File: src/rtl/uart_pkg.sv
// Shared UART definitions: transmitter FSM encoding and framing constants.
package uart_pkg;

  typedef enum logic [1:0] {
    StIdle  = 2'd0,
    StStart = 2'd1,
    StData  = 2'd2,
    StStop  = 2'd3
  } tx_state_e;

  localparam int unsigned UART_DATA_BITS       = 8;
  localparam int unsigned CLKS_PER_BIT_DEFAULT = 87;

endpackage

File: src/rtl/sync_fifo.sv
// Single-clock FIFO; pointers carry an extra wrap bit to tell full from empty.
module sync_fifo #(
  parameter int unsigned WIDTH = 8,
  parameter int unsigned DEPTH = 4
) (
  input  logic                     clk,
  input  logic                     resetn,
  input  logic                     i_push,
  input  logic [WIDTH-1:0]         i_wdata,
  input  logic                     i_pop,
  output logic [WIDTH-1:0]         o_rdata,
  output logic                     o_full,
  output logic                     o_empty,
  output logic [$clog2(DEPTH):0]   o_count
);

  localparam int unsigned AW = $clog2(DEPTH);

  logic [AW:0]      r_wptr;
  logic [AW:0]      r_rptr;
  logic [WIDTH-1:0] r_mem [DEPTH];
  logic             w_push;
  logic             w_pop;

  assign o_full  = (r_wptr[AW] != r_rptr[AW]) && (r_wptr[AW-1:0] == r_rptr[AW-1:0]);
  assign o_empty = (r_wptr == r_rptr);
  assign o_count = r_wptr - r_rptr;
  assign o_rdata = r_mem[r_rptr[AW-1:0]];

  assign w_pop  = i_pop && !o_empty;
  // A write into a full FIFO still lands when the head leaves on the same edge.
  assign w_push = i_push && (!o_full || w_pop);

  always_ff @(posedge clk or negedge resetn) begin
    if (!resetn) begin
      r_wptr <= '0;
      r_rptr <= '0;
    end else begin
      if (w_push) r_wptr <= r_wptr + (AW+1)'(1);
      if (w_pop)  r_rptr <= r_rptr + (AW+1)'(1);
    end
  end

  always_ff @(posedge clk) begin
    if (w_push) r_mem[r_wptr[AW-1:0]] <= i_wdata;
  end

endmodule

File: src/rtl/uart_tx_fifo.sv
// 8N1 UART transmitter fed by a small FIFO; frames go out back-to-back, LSB first.
module uart_tx_fifo
  import uart_pkg::*;
#(
  parameter int unsigned CLKS_PER_BIT = CLKS_PER_BIT_DEFAULT,
  parameter int unsigned FIFO_DEPTH   = 4,
  parameter int unsigned CNT_W        = 16
) (
  input  logic                          clk,
  input  logic                          resetn,
  input  logic [7:0]                    tx_data,
  input  logic                          tx_valid,
  output logic                          tx_ready,
  output logic                          TXD,
  output logic                          tx_busy,
  output logic [$clog2(FIFO_DEPTH):0]   fifo_count
);

  localparam int unsigned BW = $clog2(UART_DATA_BITS);

  tx_state_e                 r_state;
  logic [CNT_W-1:0]          r_cnt;
  logic [BW-1:0]             r_bit_idx;
  logic [UART_DATA_BITS-1:0] r_shift;
  logic                      r_txd;
  logic                      w_full;
  logic                      w_empty;
  logic                      w_pop;
  logic                      w_bit_end;
  logic [UART_DATA_BITS-1:0] w_head;

  sync_fifo #(
    .WIDTH (UART_DATA_BITS),
    .DEPTH (FIFO_DEPTH)
  ) u_fifo (
    .clk     (clk),
    .resetn  (resetn),
    .i_push  (tx_valid),
    .i_wdata (tx_data),
    .i_pop   (w_pop),
    .o_rdata (w_head),
    .o_full  (w_full),
    .o_empty (w_empty),
    .o_count (fifo_count)
  );

  assign w_bit_end = (r_cnt == CNT_W'(CLKS_PER_BIT - 1));
  // Pop when idle, or on the last stop cycle so the next start follows with no gap.
  assign w_pop     = !w_empty && ((r_state == StIdle) || ((r_state == StStop) && w_bit_end));
  assign tx_ready  = !w_full;
  assign tx_busy   = (r_state != StIdle) || !w_empty;
  assign TXD       = r_txd;

  always_ff @(posedge clk or negedge resetn) begin
    if (!resetn) begin
      r_state   <= StIdle;
      r_cnt     <= '0;
      r_bit_idx <= '0;
      r_shift   <= '0;
      r_txd     <= 1'b1;
    end else begin
      case (r_state)
        StIdle: begin
          r_txd <= 1'b1;
          if (w_pop) begin
            r_shift   <= w_head;
            r_cnt     <= '0;
            r_bit_idx <= '0;
            r_state   <= StStart;
          end
        end
        StStart: begin
          r_txd <= 1'b0;
          if (w_bit_end) begin
            r_cnt   <= '0;
            r_state <= StData;
          end else begin
            r_cnt <= r_cnt + CNT_W'(1);
          end
        end
        StData: begin
          r_txd <= r_shift[0];
          if (w_bit_end) begin
            r_cnt   <= '0;
            r_shift <= r_shift >> 1;
            if (r_bit_idx == BW'(UART_DATA_BITS - 1)) begin
              r_state <= StStop;
            end else begin
              r_bit_idx <= r_bit_idx + BW'(1);
            end
          end else begin
            r_cnt <= r_cnt + CNT_W'(1);
          end
        end
        StStop: begin
          r_txd <= 1'b1;
          if (w_bit_end) begin
            r_cnt <= '0;
            if (w_pop) begin
              r_shift   <= w_head;
              r_bit_idx <= '0;
              r_state   <= StStart;
            end else begin
              r_state <= StIdle;
            end
          end else begin
            r_cnt <= r_cnt + CNT_W'(1);
          end
        end
        default: r_state <= StIdle;
      endcase
    end
  end

endmodule

File: config.mk
export PLATFORM = sky130hd
export DESIGN_NAME = uart_tx_fifo
export DESIGN_NICKNAME = d
export VERILOG_FILES = /design/src/rtl/uart_pkg.sv /design/src/rtl/sync_fifo.sv /design/src/rtl/uart_tx_fifo.sv
export SDC_FILE = /design/constraint.sdc
export NUM_CORES = 1
export LEC_CHECK = 0
export ABC_AREA = 0
export BUFFER_PORTS_ARGS = -buffer_cell sky130_fd_sc_hd__buf_2
export CORE_MARGIN = 2
export CORE_UTILIZATION = 28
export DETAILED_ROUTE_END_ITERATION = 10
export PLACE_DENSITY_LB_ADDON = 0.3
export SLEW_MARGIN = 20
export SYNTH_ARGS = -nofsm -noshare
export SYNTH_HDL_FRONTEND = slang
export SYNTH_SLANG_ARGS = --single-unit
File: constraint.sdc
create_clock -name clk -period 2.8 [get_ports clk]
set_input_delay 0.28 -clock clk [delete_from_list [all_inputs] [get_ports clk]]
set_output_delay 0.28 -clock clk [all_outputs]
set_load 0.03 [all_outputs]
==> reports/qor.csv, run 1 <==
stage,metric,value,unit
yosys,Mapped Area,3417,um2
run,max cap viols,0,
grt,vias in the first global route,2343,
routing,post-route antenna net violation count,0,
timing,RSZ-0062 raised after global routing,no,
yosys,yosys warns,0,
die,core area,11960,um2
timing,worst slew pin tran,0.8456,ns
die,Die Area,13100,um2
setup_path,Setup crit start kind,flop,
routing,initial DRC count,90,
timing,fin. max-slew vios,0,
die,Initial Util,28.57,%
clock_network,CTS resizes,0,
clock_network,Worst-Skew Late Latency,0.33,ns
setup_path,max incr delay on CP,0.52,ns
clock_network,clock-pin slew of the registers on the worst-case setup and hold paths,0.06,ns
yosys,Avg Inst Size Synth,11.70,um2
clock_network,post-CTS setup buffers,0,
layout,nets,344,
yosys,ys async rst share,52.94,%
routing,Routed WL,6950,um
placed_design,port bufs,16,
grt,largest net degree at the start of global routing,37,
layout,share of cells above drive strength 1,21.12,%
yosys,cell accounting for the most synthesized area,edfxtp_1,
die,die width,114.5,um
yosys,post-synth cell types,49,
clock_network,Root Driver,clkbuf_16,
yosys,Mapped Cells,292,
yosys,post-synth net total,319,
routing,vias per cell,4.872,
setup_path,Worst EP required,2.77,ns
routing,drt drc,0,
die,num rows,40,
setup_path,"Slowest-stage cell, CP",nor4b_1,
yosys,#FFs+latches synth,68,
die,io pins,17,
timing,setup skew after layout,0.01072,ns
routing,Routed WL per cell,14.82,um
power,PwrDens,1110,nW/um2
timing,total negative setup slack,0,ns
setup_path,Worst Setup Path Type,flop to flop,
yosys,"EDFF count, synth",32,
yosys,main flop type after synthesis,dfrtp_1,
timing,final hold violation count,0,
clock_network,Longest Clk Path Bufs,2,
hold_path,Min-Delay Path Class,input pin to async pin,
clock_network,# hold bufs at CTS,0,
power,Max VDD drop,0.5003,mV
layout,diode count,0,
run_status,status,finished clean,
grt,"Remaining Overflow, GRT",0,
yosys,synth top area cells,"edfxtp_1 28%, dfrtp_1 26%, ha_1 5.5%",
grt,gr usage total,11.86,%
die,Die Ht,114.5,um
power,cell leakage power,0.001599,uW
setup_path,CP Capture Type,flop,
timing,final setup violation count,0,
clock_network,Sink Count,68,
clock_network,CTS buffer count,9,
timing,Slew headroom,43.63,%
yosys,"Seq/Total Area, Yosys",54.52,%
timing,Max Fclk,399.2,MHz
setup_path,CP Cell Sequence,"nor4b_1, nand4_1, a41oi_2, and2_1",
clock_network,CTS tree,yes,
placed_design,GP Congestion,0.7809,
clock_network,Max H-tree Level,3,
setup_path,Crit Path Max Fanout,9,
routing,Via Count,2285,
placed_design,Detail Placement HPWL,4910,um
grt,global-route wire length before repair,11990,um
layout,Layout area overhead,17.25,%
timing,final critical-path required period,2.505,ns
yosys,area share of the largest cell type after synthesis,28.12,%
setup_path,worst path arrival time,2.48,ns
routing,DRT Pass-1 Iters,4,
timing,Tcrit/Tclk final,89.46,%
power,Tot Pwr,4447,uW
grt,antenna violations before repair,0,
==> flip-flops by register name (all words and copies together), names as in the netlist <==
| name | cells |
|---|---|
| TXD | 1 |
| r_bit_idx | 3 |
| u_fifo.r_wptr | 3 |
| r_cnt | 16 |
| r_state | 2 |
| r_shift | 8 |
| u_fifo.r_mem | 32 |
| u_fifo.r_rptr | 3 |
==> metrics by stage <==
stage | hold slack [ns] | worst slack (ns) | cell area (um2) | cells | util, %
finish | 0.04800 | 0.2951 | 4006 | 469 | 33.49
global route | 0.1318 | 0.1491 | 4006 | 469 | 33.49
CTS | 0.09021 | 0.3053 | 4006 | 469 | 33.49
detailed placement | 0.4406 | 0.3071 | 3701 | 453 | 30.94
global placement | 0.4476 | 0.3679 | 3701 | 453 | 30.94
floorplan | -0.01559 | 0.3162 | 3417 | 292 | -
==> layer usage <==
metal	part of all wire, %	GRT usage (%)	vias to the layer above	routed length (um)
met5	0	0	-	0
met1	46	15.12	1127	3197
li1	-	-	1121	-
met3	2.9	3.176	10	199
met4	1.4	3.902	0	95
met2	50	19.57	27	3457
==> critical path: cells and delay by family, from the launching register on <==
kind	cells	cell delay [ns]
flops	1	0.41
compound gates	1	0.42
simple gates	3	1.32
==> where the power goes <==
group	leakage (uW)	internal (uW)	switching [uW]
clock network	0.000143	702	465
logic	0.000699	724	1080
registers	0.000757	1330	146
==> cells in the final DEF (no fill, tap or decap), types with 2 or more instances in the layout <==
cell,instances
and2_1,9
a21oi_1,8
ha_1,15
nand4_1,3
a211oi_1,5
xor2_1,4
mux4_2,8
or2_2,2
inv_1,15
nor3_1,7
a31o_2,2
nand3_1,5
inv_6,4
or3_1,2
nand2_1,45
edfxtp_1,32
a31oi_1,3
and3_1,3
mux2_2,9
xnor2_1,5
buf_2,16
clkbuf_16,9
nor4_1,3
a21o_1,2
nor2_1,9
dfrtp_1,35
a211o_1,2
buf_4,9
clkinvlp_4,2
o21ai_0,23
a22o_1,5
==> final timing paths <==
check,startpoint,to,slack [ns],depth (start not counted)
setup / recovery,r_cnt[13],u_fifo.r_mem[3][6],0.30,4
hold reg to reg,r_shift[1],r_shift[1],0.50,1
min in group clk,tx_data[2],u_fifo.r_mem[2][2],0.16,1
max in group asynchronous,resetn,r_shift[5],2.21,1
setup reg to reg,r_cnt[13],u_fifo.r_mem[3][6],0.30,4
hold / removal,resetn,r_cnt[5],0.05,1
==> final cells by class <==
| class | count | area [um2] |
|---|---|---|
| sequential | 68 | 1863 |
| fill | 1184 | 7955 |
| clock inverter | 7 | 80.08 |
| tap | 147 | 183.9 |
| inverter | 15 | 56.30 |
| timing repair buffer | 25 | 147.6 |
| clock buffer | 9 | 225.2 |
| multi-input combinational | 198 | 1450 |
==> synth_stat cells, types with 2 or more instances <==
| cell | n |
|---|---|
| nand2_1 | 45 |
| dfrtp_1 | 35 |
| edfxtp_1 | 32 |
| o21ai_0 | 23 |
| ha_1 | 15 |
| inv_1 | 15 |
| and2_1 | 9 |
| mux2_2 | 9 |
| nor2_1 | 9 |
| a21oi_1 | 8 |
| mux4_2 | 8 |
| nor3_1 | 7 |
| clkbuf_1 | 6 |
| a211oi_1 | 5 |
| a22o_1 | 5 |
| nand3_1 | 5 |
| xnor2_1 | 5 |
| buf_2 | 4 |
| xor2_1 | 4 |
| a31oi_1 | 3 |
| and3_1 | 3 |
| nand4_1 | 3 |
| nor4_1 | 3 |
| a211o_1 | 2 |
| a21o_1 | 2 |
| a31o_2 | 2 |
| or2_2 | 2 |
| or3_1 | 2 |
==> cell families (layout without fill, tap and decap cells) <==
group	count (synthesis)	in the layout	share of synthesized area [%]
AO/OA/AOI/OAI	58	58	11.32
multiplexers	18	18	8.532
buffers and inverters	26	56	3.039
adder cells (fa/ha/maj)	16	16	6.078
AND/OR/NAND/NOR	97	97	14.21
flip-flops	68	68	54.52
XOR/XNOR	9	9	2.307
Note: power is estimated with default switching activity, not from simulation.
==> run 2, diff against run 1 <==
clock period = 2.33 ns   (was 2.8 ns; I/O delays follow)
==> run 2 against run 1 <==
  * Critical path type is now flop to primary output
  * Routed wire length increased by 2.4%
  * Final area increased by 5.8%
  * Largest power group unchanged
  * Critical path depth up 4
  * Count of clock-buffer cells in the layout is the same
  * The run now ends with negative hold slack left
  * Non-clock buffer count up 21
  * Worst hold slack got worse by 0.059 ns
==> reports/qor.csv, run 2 (synthesis results as in run 1) <==
stage,metric,value,unit
run_status,status,"complete, but fails checks",
run_status,failing checks,negative hold slack,
grt,vias in the first global route,2435,
clock_network,Longest Clk Path Bufs,2,
grt,gr usage total,11.88,%
routing,drt drc,0,
setup_path,"Slowest-stage cell, CP",dfrtp_1,
layout,"commonest non-fill, non-tap cell in the layout",nand2_1,
die,die width,114.5,um
run,max cap viols,0,
die,core area,11960,um2
die,Initial Util,28.57,%
clock_network,CTS tree,yes,
die,num rows,40,
routing,Via Count,2337,
placed_design,Detail Placement HPWL,4975,um
placed_design,GP Congestion,0.7349,
layout,nets,365,
timing,total negative setup slack,0,ns
setup_path,R2R Path Start,r_state[0],
power,PwrDens,1297,nW/um2
setup_path,worst path arrival time,1.97,ns
setup_path,CP Cell Sequence,"inv_1, ha_1, inv_1, nor3_1, buf_4, inv_2, buf_4, buf_2",
setup_path,max incr delay on CP,0.42,ns
routing,Routed WL per cell,14.53,um
clock_network,Max H-tree Level,3,
timing,final setup violation count,0,
grt,global-route wire length before repair,12040,um
setup_path,R2R cell count,6,
layout,Multi-input gate area,1471,um2
grt,largest net degree at the start of global routing,37,
timing,worst slew pin tran,0.8424,ns
timing,RSZ-0062 raised after global routing,no,
routing,Routed WL,7118,um
power,switch share,37.34,%
setup_path,flop2flop setup slack,0.16,ns
layout,diode count,0,
clock_network,CTS buffer count,9,
layout,max reg flops,32,
timing,Slew headroom,43.84,%
clock_network,clock-pin slew of the registers on the worst-case setup and hold paths,0.07,ns
setup_path,Worst EP required,2.10,ns
setup_path,Crit Path Max Fanout,7,
timing,final critical-path required period,2.203,ns
routing,DRT Pass-1 Iters,5,
die,Die Area,13100,um2
hold_path,Min-Delay Path Class,input pin to async pin,
grt,"Remaining Overflow, GRT",0,
layout,"commonest cells after routing, fill and taps aside","45 x nand2_1, 35 x dfrtp_1, 32 x edfxtp_1",
clock_network,Sink Count,68,
routing,post-route antenna net violation count,0,
setup_path,reg-to-reg endpoint,r_shift[6],
clock_network,Worst-Skew Late Latency,0.33,ns
power,Max VDD drop,0.5676,mV
power,Tot Pwr,5498,uW
layout,number of fill cells,1144,
setup_path,largest delay contributor family on the critical path,buffers and inverters,
layout,Layout area overhead,24.02,%
power,sequential share of power,32.2,%
placed_design,port bufs,16,
die,io pins,17,
die,Die Ht,114.5,um
power,cell leakage power,0.001726,uW
setup_path,CP Capture Type,primary output,
power,clock share of power,25.8,%
layout,final design utilization,35.43,%
layout,register area,1863,um2
power,Sw Pwr,2053,uW
setup_path,Worst Setup Path Type,flop to primary output,
setup_path,Setup crit start kind,flop,
power,logic gate share of total power,42.0,%
setup_path,WP buf/inv,6,
routing,vias per cell,4.769,
power,Int Pwr,3445,uW
grt,antenna violations before repair,0,
routing,initial DRC count,128,
timing,setup skew after layout,0.007107,ns
layout,share of cells above drive strength 1,26.82,%
timing,Tcrit/Tclk final,94.54,%
clock_network,Root Driver,clkbuf_16,
timing,Max Fclk,454.0,MHz
timing,final hold violation count,6,
timing,final hold slack,-0.01111,ns
timing,fin. max-slew vios,0,
run 2: changes by cell type in the layout (fill, tap and decap cells not counted), sizes merged:
cell	previous run	this run
buf	25	46
run 2: layer usage:
layer | up-vias | GRT usage [%] | part of all wire [%]
met3 | 4 | 2.912 | 3.2
met4 | 0 | 4.390 | 1.0
met2 | 42 | 19.13 | 49
li1 | 1160 | - | -
met1 | 1131 | 15.53 | 47
met5 | - | 0 | 0
run 2: power groups by stage:
stage	registers [uW]	logic, uW	clock network [uW]
6_report	1770	2310	1420
2_1_floorplan	1770	1600	0
3_5_place_dp	1790	2320	0
3_3_place_gp	1780	2310	0
5_1_grt	1810	2550	1530
4_1_cts	1770	2330	1460
run 2: how the worst max path moves through the flow:
stage                               to        startpoint  cells past startpoint  slack (ns)
floorplan                   r_state[1]  u_fifo.r_rptr[1]                      8        0.03
global placement    u_fifo.r_mem[1][2]          r_cnt[9]                      5        0.07
detailed placement  u_fifo.r_mem[1][0]          r_cnt[9]                      5        0.03
CTS                 u_fifo.r_mem[1][5]          r_cnt[9]                      5       0.007
global route        u_fifo.r_mem[3][5]          r_cnt[9]                      5        0.01
finish                         tx_busy        r_state[0]                      8        0.13
run 2: area by class of cell:
| cell class | count | area share [%] |
|---|---|---|
| clock buffers | 9 | 5.314 |
| inverters | 15 | 1.329 |
| repair buffers | 46 | 8.385 |
| flip-flops and latches | 68 | 43.96 |
| well taps | 147 | 4.340 |
| multi-input cells | 198 | 34.72 |
| clock inverters | 7 | 1.949 |
run 2: per-stage QoR:
stage / cells / cell area, um2 / worst slack, ns / hold WS, ns
floorplan: 292 / 3418 / 0.03297 / -0.06259
global placement: 471 / 3886 / 0.06642 / 0.4018
detailed placement: 471 / 3886 / 0.02787 / 0.4036
CTS: 487 / 4194 / 0.006760 / 0.04882
global route: 490 / 4238 / 0.01294 / 0.08194
finish: 490 / 4238 / 0.1273 / -0.01111
run 2: what timing repair did:
action                     in CTS  in global routing
resized for setup               0                  3
setup endpoints to repair       0                 49
buffers inserted                0                  2
hold buffers                    0                  0
==> run 3, diff against run 2 <==
CORE_ASPECT_RATIO = 0.75   (was default)
==> run 3 against run 2 <==
  * The flow now finishes without violations
  * Via count rose by 0.68%
  * Sequential power barely moved
  * Critical endpoint is now r_shift[5]
  * First-iteration DRC count rose by 1.6%
  * Non-clock buffer count rose by 1
  * Sequential share of layout area barely moved
  * Routed wire length rose by 1.1%
  * Sequential cell count did not move
  * Utilization rose by 0.70 points
  * Count of clock-buffer cells in the layout did not move
  * Global-route usage fell by 0.070 points
  * Clock skew fell by 0.0036 ns
  * Largest cell class unchanged
  * Clock power fell by 3%
==> reports/qor.csv, run 3 (synthesis results as in run 1) <==
stage,metric,value,unit
layout,"commonest non-fill, non-tap cell in the layout",nand2_1,
grt,largest net degree at the start of global routing,37,
die,die width,131.6,um
timing,fin. max-slew vios,0,
grt,gr usage total,11.81,%
layout,final design utilization,36.13,%
setup_path,Setup crit start kind,flop,
layout,"commonest cells after routing, fill and taps aside","45 x nand2_1, 35 x dfrtp_1, 32 x edfxtp_1",
setup_path,CP endpoint,r_shift[5],
setup_path,Crit Path Max Fanout,8,
grt,antenna violations before repair,0,
clock_network,post-CTS setup buffers,0,
timing,worst slew pin tran,0.8167,ns
clock_network,CTS tree,yes,
placed_design,GP Congestion,0.8142,
die,Die Area,13110,um2
run_status,status,finished clean,
routing,post-route antenna net violation count,0,
placed_design,Place WS,0.1592,ns
clock_network,Longest Clk Path Bufs,2,
grt,global-route wire length before repair,12180,um
clock_network,Max H-tree Level,3,
layout,diode count,0,
routing,vias per cell,4.650,
die,io pins,17,
layout,max reg flops,32,
die,Initial Util,29.10,%
clock_network,Worst-Skew Late Latency,0.33,ns
die,core area,11740,um2
setup_path,R2R cell count,6,
power,PwrDens,1304,nW/um2
hold_path,Min-Delay Path Class,input pin to async pin,
setup_path,CP Capture Type,flop,
setup_path,Worst Setup Path Type,flop to flop,
timing,setup skew after layout,0.003517,ns
clock_network,CTS buffer count,9,
routing,initial DRC count,130,
grt,vias in the first global route,2327,
routing,Routed WL per cell,14.23,um
layout,number of fill cells,1185,
placed_design,placed cell areas,3935,um2
routing,Via Count,2353,
timing,total negative setup slack,0,ns
timing,Slew headroom,45.55,%
setup_path,Worst EP required,2.54,ns
timing,Tcrit/Tclk final,94.82,%
setup_path,flop2flop setup slack,0.12,ns
routing,drt drc,0,
grt,"Remaining Overflow, GRT",0,
run,max cap viols,0,
placed_design,Detail Placement HPWL,5217,um
die,Die Ht,99.67,um
setup_path,reg-to-reg endpoint,r_shift[5],
die,num rows,34,
routing,DRT Pass-1 Iters,6,
setup_path,worst path arrival time,2.42,ns
clock_network,Root Driver,clkbuf_16,
layout,Multi-input gate area,1450,um2
timing,Max Fclk,452.6,MHz
clock_network,CTS resizes,0,
layout,register area,1863,um2
clock_network,# hold bufs at CTS,0,
setup_path,R2R Path Start,r_state[0],
layout,share of cells above drive strength 1,26.45,%
timing,fin worst setup slack,0.1207,ns
power,Max VDD drop,0.5740,mV
timing,RSZ-0062 raised after global routing,no,
placed_design,port bufs,16,
setup_path,worst setup path start,r_state[0],
power,cell leakage power,0.001728,uW
clock_network,Sink Count,68,
timing,final hold violation count,0,
placed_design,Placed Cells,490,
layout,"Cell Count, Final, Fillers Out",506,
timing,final critical-path required period,2.209,ns
timing,final setup violation count,0,
layout,design area,4242,um2
layout,nets,366,
layout,Layout area overhead,24.13,%
clock_network,clock-pin slew of the registers on the worst-case setup and hold paths,0.06,ns
routing,Routed WL,7198,um
[run 3: worst max-delay path, stage by stage (launching register included)]
cell and delay [ns]:
dfrtp_1 0.40, inv_1 0.11, ha_1 0.22, or2_2 0.34, a211o_1 0.36, a21oi_4 0.30, mux2_2 0.38
[run 3: worst min path at each step]
stage               startpoint           end  slack (ns)  depth (start not counted)
floorplan               resetn  r_bit_idx[0]       -0.06                          0
global placement        resetn      r_cnt[5]        0.38                          1
detailed placement      resetn      r_cnt[5]        0.39                          1
CTS                     resetn      r_cnt[3]        0.04                          1
global route            resetn      r_cnt[3]        0.09                          1
finish                  resetn      r_cnt[5]       0.001                          1
[run 3: per-stage QoR]
step / power, uW / hold WS, ns
global route: 5910 / 0.08570
detailed placement: 4193 / 0.3936
floorplan: 3377 / -0.06259
finish: 5529 / 0.001110
CTS: 5599 / 0.03958
global placement: 4155 / 0.3828
[run 3: metal layers]
metal	up-vias	GRT usage, %	routed length (um)
li1	1155	-	-
met1	1160	16.90	3792
met5	-	0	0
met4	0	5.017	103
met2	31	17.76	3151
met3	7	1.988	150
[run 3: area by class of cell]
cell class                      count  area share, %
Sequential cell                    68          43.92
Inverter                           15          1.327
Tap cell                          162          4.779
Multi-Input combinational cell    198          34.19
Clock buffer                        9          5.310
Timing Repair Buffer               47          8.555
Clock inverter                      7          1.917
[run 3: power by group]
part | switching (uW) | internal [uW] | leakage, uW
Combinational | 1370 | 1000 | 0.000824
Sequential | 180 | 1600 | 0.000757
Clock | 539 | 845 | 0.000147
